==> src/rtl/mem_axi_mux.sv <==
// N-port AXI4 slave mux onto a single host mem interface, one burst in flight at a time.
// Define MEM_AXI_MUX_FIXED_PRIO_EN for fixed priority (lowest port wins); default is round-robin.
module mem_axi_mux #(
    parameter int unsigned NUM_PORTS     = 2,
    parameter int unsigned MEM_LEN_BITS  = 8,
    parameter int unsigned MEM_ADDR_BITS = 32,
    parameter int unsigned MEM_DATA_BITS = 64,
    parameter int unsigned AXI_ID_BITS   = 1,
    parameter int unsigned WR_TIMEOUT    = 1024
) (
    input  logic                               clock,
    input  logic                               reset,
    input  logic [NUM_PORTS-1:0]               s_axi_awvalid,
    output logic [NUM_PORTS-1:0]               s_axi_awready,
    input  logic [NUM_PORTS*MEM_ADDR_BITS-1:0] s_axi_awaddr,
    input  logic [NUM_PORTS*8-1:0]             s_axi_awlen,
    input  logic [NUM_PORTS*AXI_ID_BITS-1:0]   s_axi_awid,
    input  logic [NUM_PORTS-1:0]               s_axi_wvalid,
    output logic [NUM_PORTS-1:0]               s_axi_wready,
    input  logic [NUM_PORTS*MEM_DATA_BITS-1:0] s_axi_wdata,
    input  logic [NUM_PORTS-1:0]               s_axi_wlast,
    output logic [NUM_PORTS-1:0]               s_axi_bvalid,
    input  logic [NUM_PORTS-1:0]               s_axi_bready,
    output logic [NUM_PORTS*2-1:0]             s_axi_bresp,
    output logic [NUM_PORTS*AXI_ID_BITS-1:0]   s_axi_bid,
    input  logic [NUM_PORTS-1:0]               s_axi_arvalid,
    output logic [NUM_PORTS-1:0]               s_axi_arready,
    input  logic [NUM_PORTS*MEM_ADDR_BITS-1:0] s_axi_araddr,
    input  logic [NUM_PORTS*8-1:0]             s_axi_arlen,
    input  logic [NUM_PORTS*AXI_ID_BITS-1:0]   s_axi_arid,
    output logic [NUM_PORTS-1:0]               s_axi_rvalid,
    input  logic [NUM_PORTS-1:0]               s_axi_rready,
    output logic [NUM_PORTS*MEM_DATA_BITS-1:0] s_axi_rdata,
    output logic [NUM_PORTS-1:0]               s_axi_rlast,
    output logic [NUM_PORTS*2-1:0]             s_axi_rresp,
    output logic [NUM_PORTS*AXI_ID_BITS-1:0]   s_axi_rid,
    output logic                               mem_req_valid,
    output logic                               mem_req_opcode,
    output logic [MEM_LEN_BITS-1:0]            mem_req_len,
    output logic [MEM_ADDR_BITS-1:0]           mem_req_addr,
    output logic                               mem_wr_valid,
    output logic [MEM_DATA_BITS-1:0]           mem_wr_bits,
    input  logic                               mem_rd_valid,
    input  logic [MEM_DATA_BITS-1:0]           mem_rd_bits,
    output logic                               mem_rd_ready
);

    localparam int unsigned SEL_W = (NUM_PORTS > 1) ? $clog2(NUM_PORTS) : 1;
    localparam int unsigned TMO_W = $clog2(WR_TIMEOUT + 1);
    localparam logic [TMO_W-1:0] TMO_LAST = TMO_W'(WR_TIMEOUT - 1);

    typedef enum logic [1:0] {StIdle, StReadData, StWriteData, StWriteAck} state_e;

    state_e                   r_state, w_state_next;
    logic [SEL_W-1:0]         r_sel, r_rr, w_gnt;
    logic [SEL_W:0]           w_idx;
    logic                     w_gnt_valid, w_gnt_rd;
    logic [NUM_PORTS-1:0]     w_req;
    logic [7:0]               r_beat, w_len;
    logic [AXI_ID_BITS-1:0]   r_id, w_id;
    logic                     r_err;
    logic [TMO_W-1:0]         r_tmo;
    logic                     w_rd_beat, w_wr_beat, w_wr_done;

    // Arbitration; no grant while in reset so a request is never half-accepted.
    always_comb begin
        w_req       = s_axi_arvalid | s_axi_awvalid;
        w_gnt       = '0;
        w_gnt_valid = 1'b0;
        w_idx       = '0;
`ifdef MEM_AXI_MUX_FIXED_PRIO_EN
        for (int i = NUM_PORTS - 1; i >= 0; i--) begin
            if (w_req[i]) begin
                w_gnt       = SEL_W'(i);
                w_gnt_valid = 1'b1;
            end
        end
`else
        for (int i = 0; i < NUM_PORTS; i++) begin
            w_idx = {1'b0, r_rr} + (SEL_W + 1)'(i);
            if (w_idx >= (SEL_W + 1)'(NUM_PORTS)) w_idx = w_idx - (SEL_W + 1)'(NUM_PORTS);
            if (!w_gnt_valid && w_req[w_idx[SEL_W-1:0]]) begin
                w_gnt       = w_idx[SEL_W-1:0];
                w_gnt_valid = 1'b1;
            end
        end
`endif
        if (reset || r_state != StIdle) w_gnt_valid = 1'b0;
    end

    always_comb begin
        s_axi_awready  = '0;
        s_axi_arready  = '0;
        s_axi_wready   = '0;
        s_axi_bvalid   = '0;
        s_axi_bresp    = '0;
        s_axi_bid      = '0;
        s_axi_rvalid   = '0;
        s_axi_rdata    = '0;
        s_axi_rlast    = '0;
        s_axi_rresp    = '0;
        s_axi_rid      = '0;
        mem_req_valid  = 1'b0;
        mem_req_opcode = 1'b0;
        mem_req_len    = '0;
        mem_req_addr   = '0;
        mem_wr_valid   = 1'b0;
        mem_wr_bits    = '0;
        mem_rd_ready   = 1'b0;
        w_rd_beat      = 1'b0;
        w_wr_beat      = 1'b0;
        w_wr_done      = 1'b0;
        w_state_next   = r_state;

        w_gnt_rd = s_axi_arvalid[w_gnt];
        w_len    = w_gnt_rd ? s_axi_arlen[w_gnt*8 +: 8] : s_axi_awlen[w_gnt*8 +: 8];
        w_id     = w_gnt_rd ? s_axi_arid[w_gnt*AXI_ID_BITS +: AXI_ID_BITS]
                            : s_axi_awid[w_gnt*AXI_ID_BITS +: AXI_ID_BITS];

        unique case (r_state)
            StIdle: begin
                if (w_gnt_valid) begin
                    mem_req_valid  = 1'b1;
                    mem_req_opcode = !w_gnt_rd;
                    mem_req_len    = MEM_LEN_BITS'(w_len);
                    if (w_gnt_rd) begin
                        mem_req_addr         = s_axi_araddr[w_gnt*MEM_ADDR_BITS +: MEM_ADDR_BITS];
                        s_axi_arready[w_gnt] = 1'b1;
                        w_state_next         = StReadData;
                    end else begin
                        mem_req_addr         = s_axi_awaddr[w_gnt*MEM_ADDR_BITS +: MEM_ADDR_BITS];
                        s_axi_awready[w_gnt] = 1'b1;
                        w_state_next         = StWriteData;
                    end
                end
            end
            StReadData: begin
                s_axi_rvalid[r_sel]                              = mem_rd_valid;
                s_axi_rdata[r_sel*MEM_DATA_BITS +: MEM_DATA_BITS] = mem_rd_bits;
                s_axi_rlast[r_sel]                               = (r_beat == 8'd0);
                s_axi_rid[r_sel*AXI_ID_BITS +: AXI_ID_BITS]       = r_id;
                mem_rd_ready = s_axi_rready[r_sel];
                w_rd_beat    = mem_rd_valid && s_axi_rready[r_sel];
                if (w_rd_beat && r_beat == 8'd0) w_state_next = StIdle;
            end
            StWriteData: begin
                s_axi_wready[r_sel] = 1'b1;
                mem_wr_valid        = s_axi_wvalid[r_sel];
                mem_wr_bits         = s_axi_wdata[r_sel*MEM_DATA_BITS +: MEM_DATA_BITS];
                w_wr_beat           = s_axi_wvalid[r_sel];
                // Burst ends on WLAST or on the last counted beat, whichever comes first.
                w_wr_done = w_wr_beat && (s_axi_wlast[r_sel] || r_beat == 8'd0);
                if (w_wr_done) w_state_next = StWriteAck;
                else if (!w_wr_beat && r_tmo == TMO_LAST) w_state_next = StIdle;
            end
            StWriteAck: begin
                s_axi_bvalid[r_sel]                         = 1'b1;
                s_axi_bresp[r_sel*2 +: 2]                   = r_err ? 2'b10 : 2'b00;
                s_axi_bid[r_sel*AXI_ID_BITS +: AXI_ID_BITS] = r_id;
                if (s_axi_bready[r_sel]) w_state_next = StIdle;
            end
            default: w_state_next = StIdle;
        endcase
    end

    always_ff @(posedge clock) begin
        if (reset) r_state <= StIdle;
        else       r_state <= w_state_next;
    end

    always_ff @(posedge clock) begin
        if (reset) begin
            r_sel  <= '0;
            r_rr   <= '0;
            r_beat <= '0;
            r_id   <= '0;
            r_err  <= 1'b0;
            r_tmo  <= '0;
        end else begin
            if (w_gnt_valid) begin
                r_sel  <= w_gnt;
`ifdef MEM_AXI_MUX_FIXED_PRIO_EN
                r_rr   <= '0;
`else
                r_rr   <= (w_gnt == SEL_W'(NUM_PORTS - 1)) ? '0 : w_gnt + SEL_W'(1);
`endif
                r_beat <= w_len;
                r_id   <= w_id;
                r_err  <= 1'b0;
                r_tmo  <= '0;
            end
            if (w_rd_beat && r_beat != 8'd0) r_beat <= r_beat - 8'd1;
            if (r_state == StWriteData) begin
                if (w_wr_beat) begin
                    r_tmo <= '0;
                    if (w_wr_done) r_err <= s_axi_wlast[r_sel] != (r_beat == 8'd0);
                    else           r_beat <= r_beat - 8'd1;
                end else begin
                    r_tmo <= r_tmo + TMO_W'(1);
                end
            end
        end
    end

endmodule
==> config.mk <==
export PLATFORM = sky130hd
export DESIGN_NAME = mem_axi_mux
export DESIGN_NICKNAME = d
export VERILOG_FILES = /design/src/rtl/mem_axi_mux.sv
export SDC_FILE = /design/constraint.sdc
export NUM_CORES = 1
export LEC_CHECK = 0
export ABC_AREA = 1
export CAP_MARGIN = 40
export CORE_AREA = 2 2 245 247
export CTS_BUF_LIST = sky130_fd_sc_hd__clkbuf_4 sky130_fd_sc_hd__clkbuf_8
export CTS_CLUSTER_DIAMETER = 40
export DETAILED_ROUTE_END_ITERATION = 7
export DIE_AREA = 0 0 247 249
export PLACE_DENSITY = 0.41
export SYNTH_ARGS = -nofsm -noshare
export SYNTH_HDL_FRONTEND = slang
export SYNTH_SLANG_ARGS = --single-unit
==> constraint.sdc <==
create_clock -name clock -period 4.45 [get_ports clock]
set_input_delay 0.89 -clock clock [delete_from_list [all_inputs] [get_ports clock]]
set_output_delay 0.89 -clock clock [all_outputs]
set_load 0.005 [all_outputs]
==> flow_summary_export.csv, run 1 <==
group,metric,value,unit
grt,antenna_found_initial,28,
logic_synthesis,synth.most_common_cell,"nor2_1",
timing,final_hold_viol_count,0,
logic_synthesis,ys_top_cells_by_area,"nor2_1 (16%), nand2_1 (13%), a22o_1 (12%)",
hold_path,hp-class,"flop to flop",
clock_network,cts_buffer_depth,2,
floorplanning,coreArea,58700,sq um
floorplanning,die_w,247,microns
logic_synthesis,syn_area,4540,sq um
clock_network,cts_root_buf,"clkbuf_8",
detailed_routing,ant_nets,0,
logic_synthesis,yosysTopAreaCell,"nor2_1",
logic_synthesis,synth-async-reset-ratio,0,%
layout,fill_cells,6591,
layout,fin_nets,1795,
setup_path,worstPathRequired,3.56,ns
clock_network,cts_resized,0,
power,ir_drop,0.167,mV
setup_path,path_cells,"clkdlybuf4s50_1 -> nor2_1 -> inv_1 -> nand2_4 -> nand2_4 -> nand2_8 -> nor2_8 -> buf_12 -> nand2_1 -> o211ai_1 -> nand2_1 -> inv_1 -> clkdlybuf4s50_1",
floorplanning,start_util,7.74,%
detailed_routing,wire_per_inst,21.4,microns
layout,drive_gt1_share,3.59,%
grt,grt_pass1_vias,7982,
floorplanning,die_h,249,microns
clock_network,post-cts-setup-buffer-count,0,
setup_path,path_max_fanout,33,
grt,track_usage,14.4,%
logic_synthesis,synth_mux_area_share,0.220,%
placement,gp_congestion,0.910,
timing,rsz0062_at_grt,"no",
detailed_routing,avgViaCountPerCell,3.65,
clock_network,cts_made_buffers,3,
clock_network,clock_latency,0.27,ns
timing,finalSetupTns,0,ns
power,cellPowerDensity,302,nW/um^2
grt,overflow,0,
clock_network,clk_pin_slew,0.10,ns
timing,finalMaxSlewViolations,0,
logic_synthesis,synth-seq-cells,25,
logic_synthesis,synth-simple-area-share,38.2,%
power,power.total,3.53,mW
placement,dp_slack,0.217,ns
logic_synthesis,syn_inst,831,
placement,post-dp-hpwl,41.5,mm
detailed_routing,drcViolationCount,0,
logic_synthesis,synth_top_family_by_area,"simple AND/OR/NAND/NOR gates",
detailed_routing,dr.pass1.iters,5,
timing,period_needed,4.22,ns
logic_synthesis,synth_compound_area_share,30.5,%
power,power.leakage,4.64,nW
floorplanning,io-pin-count,631,
logic_synthesis,syn_area_per_cell,5.47,sq um
detailed_routing,vias,8032,
timing,worst_slew_pin_slew,0.778,ns
clock_network,htree_levels,1,
logic_synthesis,synth_top_cell_area_share,16.3,%
logic_synthesis,synthFlopType,"dfxtp_1",
layout,synthToLayoutAreaGrowth,158,%
logic_synthesis,synth-edff-count,0,
logic_synthesis,yosys_warnings,0,
logic_synthesis,yosysUniqueCellTypes,43,
timing,timing.fmax,0.237,GHz
logic_synthesis,synthXorXnorAreaFrac,0.579,%
setup_path,cp-end-kind,"output port",
timing,worst_slack,0.230,ns
floorplanning,die_area,61500,sq um
logic_synthesis,yosysSeqAreaShare,11.0,%
timing,maxSlewHeadroom,48.0,%
grt,grt_start_max_net_pins,68,
placement,numPortBuffers,624,
clock_network,cts-hold-fix-buffers,0,
floorplanning,rows,89,
timing,setup_viol,0,
setup_path,worst-setup-path-type,"input pin to output port",
grt,grt_first_pass_wirelength,63.1,mm
logic_synthesis,synth_common_cells,"nor2_1 (197), nand2_1 (154), inv_1 (114)",
setup_path,worstPathArrival,3.33,ns
clock_network,tritoncts,"built",
timing,fin_crit_sh,94.8,%
setup_path,crit_path_start_kind,"input pin",
setup_path,slowest_stage,"clkdlybuf4s50_1",
detailed_routing,dr.first_iter.drc_count,445,
flow_run,maxCapViolCount,0,
clock_network,cts_sinks,25,
timing,skew,0.00948,ns
detailed_routing,wl,47.2,mm
logic_synthesis,synthAdderAreaFrac,1.10,%
status,status,"completed",
setup_path,critPathMaxStageDelay,0.54,ns
[placed cells by master (no fill, tap or decap), types with 2 or more instances in the layout]
cell type / n
nor2_2: 2
o221ai_1: 14
clkdlybuf4s50_1: 623
o21ai_1: 20
nand3b_1: 4
nor2_4: 3
inv_1: 114
a22oi_1: 14
o21ai_0: 31
nor3_1: 7
nand3_1: 22
inv_2: 8
nand2_2: 3
a22o_1: 64
nand4_1: 14
clkbuf_8: 3
nand2_1: 152
o211ai_1: 18
buf_4: 15
diode_2: 10
conb_1: 6
nand2_4: 4
ha_1: 4
xor2_1: 2
nor2_1: 195
buf_12: 5
a21oi_1: 30
dfxtp_1: 25
[worst paths after layout]
check	startpoint	end	slack (ns)	cells after the start
setup / recovery	s_axi_arvalid[1]	mem_req_addr[14]	0.23	13
hold / removal	r_err	r_err	0.49	2
setup reg to reg	r_beat[3]	r_state[0]	2.29	12
hold reg to reg	r_err	r_err	0.49	2
[layer usage]
layer,global-route usage (%),vias to the layer above,wire length (microns)
li1,-,3886,-
met1,15.8,3728,17700
met2,26.7,354,24800
met3,4.04,50,3840
met4,3.87,14,753
met5,0,-,81
[power breakdown]
part	internal, mW	switching [mW]	leakage, nW	total [mW]
registers	0.274	0.0539	0.204	0.328
logic	1.52	1.54	4.41	3.05
clock network	0.0703	0.0791	0.0262	0.149
total	1.86	1.67	4.64	3.53
[kinds of logic after synthesis]
family	count (synthesis)
compound gates	197
xor+xnor	3
fa+ha+maj	4
buf+inv	188
flops	25
mux	1
other cells	1
simple gates	412
[registers in the layout, summed over array words and instances (netlist names)]
name / count
r_tmo: 11
r_beat: 8
r_state: 2
r_err: 1
r_id: 1
r_rr: 1
r_sel: 1
[stage by stage]
stage	utilization, %	cells	hold slack (ns)	cell area (sq um)
final	19.9	2202	0.489	11700
after global routing	19.9	2200	0.527	11700
after CTS	19.9	2192	0.496	11700
after detailed placement	19.8	2188	0.479	11600
after global placement	19.8	2187	0.466	11600
after floorplan	-	836	0.444	4560
[area by class of cell]
cell class | count | area (sq um) | area share (%)
well taps | 773 | 967 | 8.26
inverters | 123 | 462 | 3.94
flip-flops and latches | 25 | 500 | 4.27
diodes | 10 | 25.0 | 0.214
repair buffers | 644 | 6450 | 55.1
multi-input cells | 623 | 3250 | 27.8
clock buffers | 4 | 48.8 | 0.417
[worst max-delay path, delay by kind of cell]
family / cells / cell delay [ns]
buf+inv: 5 / 1.42
simple gates: 7 / 0.87
compound gates: 1 / 0.10
Note: power is estimated with default switching activity, not from simulation.
==> run 2, diff against run 1 <==
--- a/config.mk
+++ b/config.mk
@@ -5,13 +5,12 @@
 export SDC_FILE = /design/constraint.sdc
 export NUM_CORES = 1
 export LEC_CHECK = 0
-export ABC_AREA = 1
 export CAP_MARGIN = 40
-export CORE_AREA = 2 2 245 247
+export CORE_AREA = 2 2 243 245
 export CTS_BUF_LIST = sky130_fd_sc_hd__clkbuf_4 sky130_fd_sc_hd__clkbuf_8
 export CTS_CLUSTER_DIAMETER = 40
 export DETAILED_ROUTE_END_ITERATION = 7
-export DIE_AREA = 0 0 247 249
+export DIE_AREA = 0 0 245 247
 export PLACE_DENSITY = 0.41
 export SYNTH_ARGS = -nofsm -noshare
 export SYNTH_HDL_FRONTEND = slang
==> flow_summary_export.csv, run 2 <==
group,metric,value,unit
hold_path,hp-start,"r_tmo[10]",
logic_synthesis,synth-simple-area-share,37.0,%
timing,finalSetupTns,0,ns
setup_path,regToRegStartpoint,"r_beat[3]",
logic_synthesis,ys_top_cells_by_area,"mux2i_1 (14%), dfxtp_1 (11%), and2_1 (10%)",
timing,final_hold_viol_count,0,
clock_network,cts_root_buf,"clkbuf_8",
setup_path,cp-end-kind,"output port",
timing,finalMaxSlewViolations,0,
timing,skew,0.00385,ns
layout,final_common_cell,"clkdlybuf4s50_1",
detailed_routing,ant_nets,0,
power,power.switching,1.35,mW
layout,drive_gt1_share,5.21,%
clock_network,htree_levels,1,
layout,top_regs,"r_tmo (11), r_beat (8), r_state (2)",
setup_path,path_cells,"clkdlybuf4s50_1 -> nor4_2 -> or4_2 -> buf_12 -> a21oi_1 -> clkdlybuf4s50_1",
clock_network,cts_buffer_depth,2,
setup_path,worstPathArrival,3.38,ns
logic_synthesis,yosys_warnings,0,
logic_synthesis,synthAdderAreaFrac,1.08,%
logic_synthesis,synthFlopType,"dfxtp_1",
grt,overflow,0,
logic_synthesis,synth_compound_area_share,22.7,%
logic_synthesis,synth_top_cell_area_share,14.2,%
detailed_routing,wl,45.1,mm
grt,grt_start_max_net_pins,69,
power,ir_drop,0.157,mV
placement,gp_congestion,0.826,
setup_path,crit_path_start_kind,"input pin",
logic_synthesis,synth_mux_area_share,19.9,%
power,clkPwrFrac,5.1,%
timing,fin_crit_sh,95.9,%
logic_synthesis,synth_common_cells,"nor2_1 (114), and2_1 (74), and3_1 (69)",
layout,top_register,"r_tmo",
clock_network,clock_latency,0.28,ns
layout,fill_cells,6545,
power,cellPowerDensity,254,nW/um^2
grt,track_usage,14.0,%
grt,grt_first_pass_wirelength,59.4,mm
clock_network,cts-hold-fix-buffers,0,
detailed_routing,dr.pass1.iters,5,
setup_path,crit_top_cell,"clkdlybuf4s50_1",
layout,synthToLayoutAreaGrowth,154,%
timing,setup_viol,0,
setup_path,worst-setup-path-type,"input pin to output port",
setup_path,critPathMaxStageDelay,0.63,ns
detailed_routing,dr.first_iter.drc_count,324,
setup_path,slowest_stage,"or4_2",
timing,timing.fmax,0.234,GHz
power,swShare,45.2,%
logic_synthesis,syn_area,4640,sq um
logic_synthesis,synthXorXnorAreaFrac,0,%
layout,mostFrequentLayoutCells,"clkdlybuf4s50_1 (622), nor2_1 (113), and2_1 (72)",
timing,maxSlewHeadroom,45.8,%
floorplanning,io-pin-count,631,
setup_path,cp-startpoint,"s_axi_awvalid[1]",
logic_synthesis,syn_inst,674,
power,intPower,1.64,mW
timing,period_needed,4.27,ns
detailed_routing,wire_per_inst,22.3,microns
hold_path,hp-class,"flop to flop",
logic_synthesis,yosysSeqAreaShare,10.8,%
timing,worst_slew_pin_slew,0.812,ns
placement,post-dp-hpwl,39.7,mm
detailed_routing,vias,7618,
setup_path,reg2regPathDepth,8,
clock_network,cts_sinks,25,
logic_synthesis,synth_top_family_by_area,"simple AND/OR/NAND/NOR gates",
flow_run,maxCapViolCount,0,
power,p_seq_share,12.4,%
logic_synthesis,yosysTopAreaCell,"mux2i_1",
clock_network,clk_pin_slew,0.10,ns
layout,fin_nets,1624,
setup_path,crit_end,"mem_req_len[7]",
grt,grt_pass1_vias,7857,
setup_path,worstReg2RegEnd,"r_state[0]",
setup_path,path_max_fanout,42,
timing,rsz0062_at_grt,"no",
floorplanning,die_area,60500,sq um
power,power.total,3.00,mW
detailed_routing,drcViolationCount,0,
power,combPwrFrac,82.5,%
logic_synthesis,synth-edff-count,0,
grt,antenna_found_initial,15,
logic_synthesis,yosysUniqueCellTypes,63,
logic_synthesis,syn_area_per_cell,6.89,sq um
clock_network,tritoncts,"built",
power,power.leakage,4.24,nW
floorplanning,start_util,7.97,%
logic_synthesis,synth-async-reset-ratio,0,%
floorplanning,coreArea,58200,sq um
floorplanning,die_h,247,microns
floorplanning,rows,89,
floorplanning,die_w,245,microns
status,status,"completed",
clock_network,cts_made_buffers,3,
setup_path,worstPathRequired,3.56,ns
setup_path,worst-r2r-setup-slack,1.43,ns
detailed_routing,avgViaCountPerCell,3.76,
layout,largest_reg_flops,11,
logic_synthesis,synth.most_common_cell,"nor2_1",
logic_synthesis,synth-seq-cells,25,
placement,numPortBuffers,624,
==> run 2: cell types whose count changed after synthesis, sizes merged, moves of 19 or more <==
cell and delta:
and2 +74, nand2 -135, a22o -61, o22ai +29, mux2i +66, and3 +69, inv -108, o21ai -43
buf -27, nor2 -86, mux2 +22, clkbuf +36, a222oi +19
==> run 2: worst min path at each step <==
stage	end	slack, ns	cells past startpoint
after floorplan	r_tmo[10]	0.44	1
after global placement	r_tmo[10]	0.46	1
after detailed placement	r_tmo[10]	0.46	1
after CTS	r_tmo[10]	0.48	1
after global routing	r_tmo[4]	0.51	1
final	r_tmo[10]	0.47	1
==> run 2: what timing repair did <==
| item | in CTS | in global routing |
|---|---|---|
| hold endpoints to repair | 0 | 0 |
| endpoints found under the setup margin | 0 | 1 |
| buffers inserted | 0 | 0 |
| resized for setup | 0 | 1 |
==> run 2: per-layer routing <==
layer / wire, microns / vias to the layer above / global-route usage, %
li1: - / 3609 / -
met1: 14200 / 3481 / 12.4
met2: 25300 / 470 / 29.2
met3: 4240 / 56 / 4.50
met4: 1340 / 2 / 4.36
met5: 13 / - / 0
==> run 2: area by class of cell <==
cell class | count | area (sq um) | area share [%]
Antenna cell | 3 | 7.51 | 0.0637
Clock buffer | 4 | 48.8 | 0.414
Inverter | 14 | 55.1 | 0.467
Multi-Input combinational cell | 565 | 3800 | 32.2
Sequential cell | 25 | 504 | 4.28
Tap cell | 773 | 967 | 8.20
Timing Repair Buffer | 640 | 6410 | 54.3
==> run 2: metrics by stage <==
step / hold slack, ns / setup slack, ns / util, % / std cells / instance area (sq um)
after CTS: 0.479 / 0.0591 / 20.2 / 2021 / 11800
after floorplan: 0.439 / 1.20 / - / 679 / 4660
final: 0.475 / 0.182 / 20.2 / 2024 / 11800
after detailed placement: 0.461 / 0.0657 / 20.1 / 2017 / 11700
after global routing: 0.509 / 0.0291 / 20.2 / 2023 / 11800
after global placement: 0.458 / 0.122 / 20.1 / 2017 / 11700
==> run 2: worst max-delay path, delay by kind of cell <==
kind / cells / cell delay [ns]
compound gates: 1 / 0.36
buf+inv: 3 / 1.39
simple gates: 2 / 0.72
==> run 2: logic make-up after synthesis <==
family,Yosys count
other,1
muxes,89
adders and majority gates,4
AOI/OAI and AO/OA,138
buffers and inverters,89
DFF,25
and+or+nand+nor,328
==> run 2: power groups by stage <==
stage          Combinational (mW)  Sequential (mW)  Clock (mW)
5_1_grt                      2.69            0.389       0.166
6_report                     2.47            0.373       0.152
3_5_place_dp                 2.53            0.385           0
2_1_floorplan                1.11            0.288           0
3_3_place_gp                 2.53            0.383           0
4_1_cts                      2.54            0.379       0.158
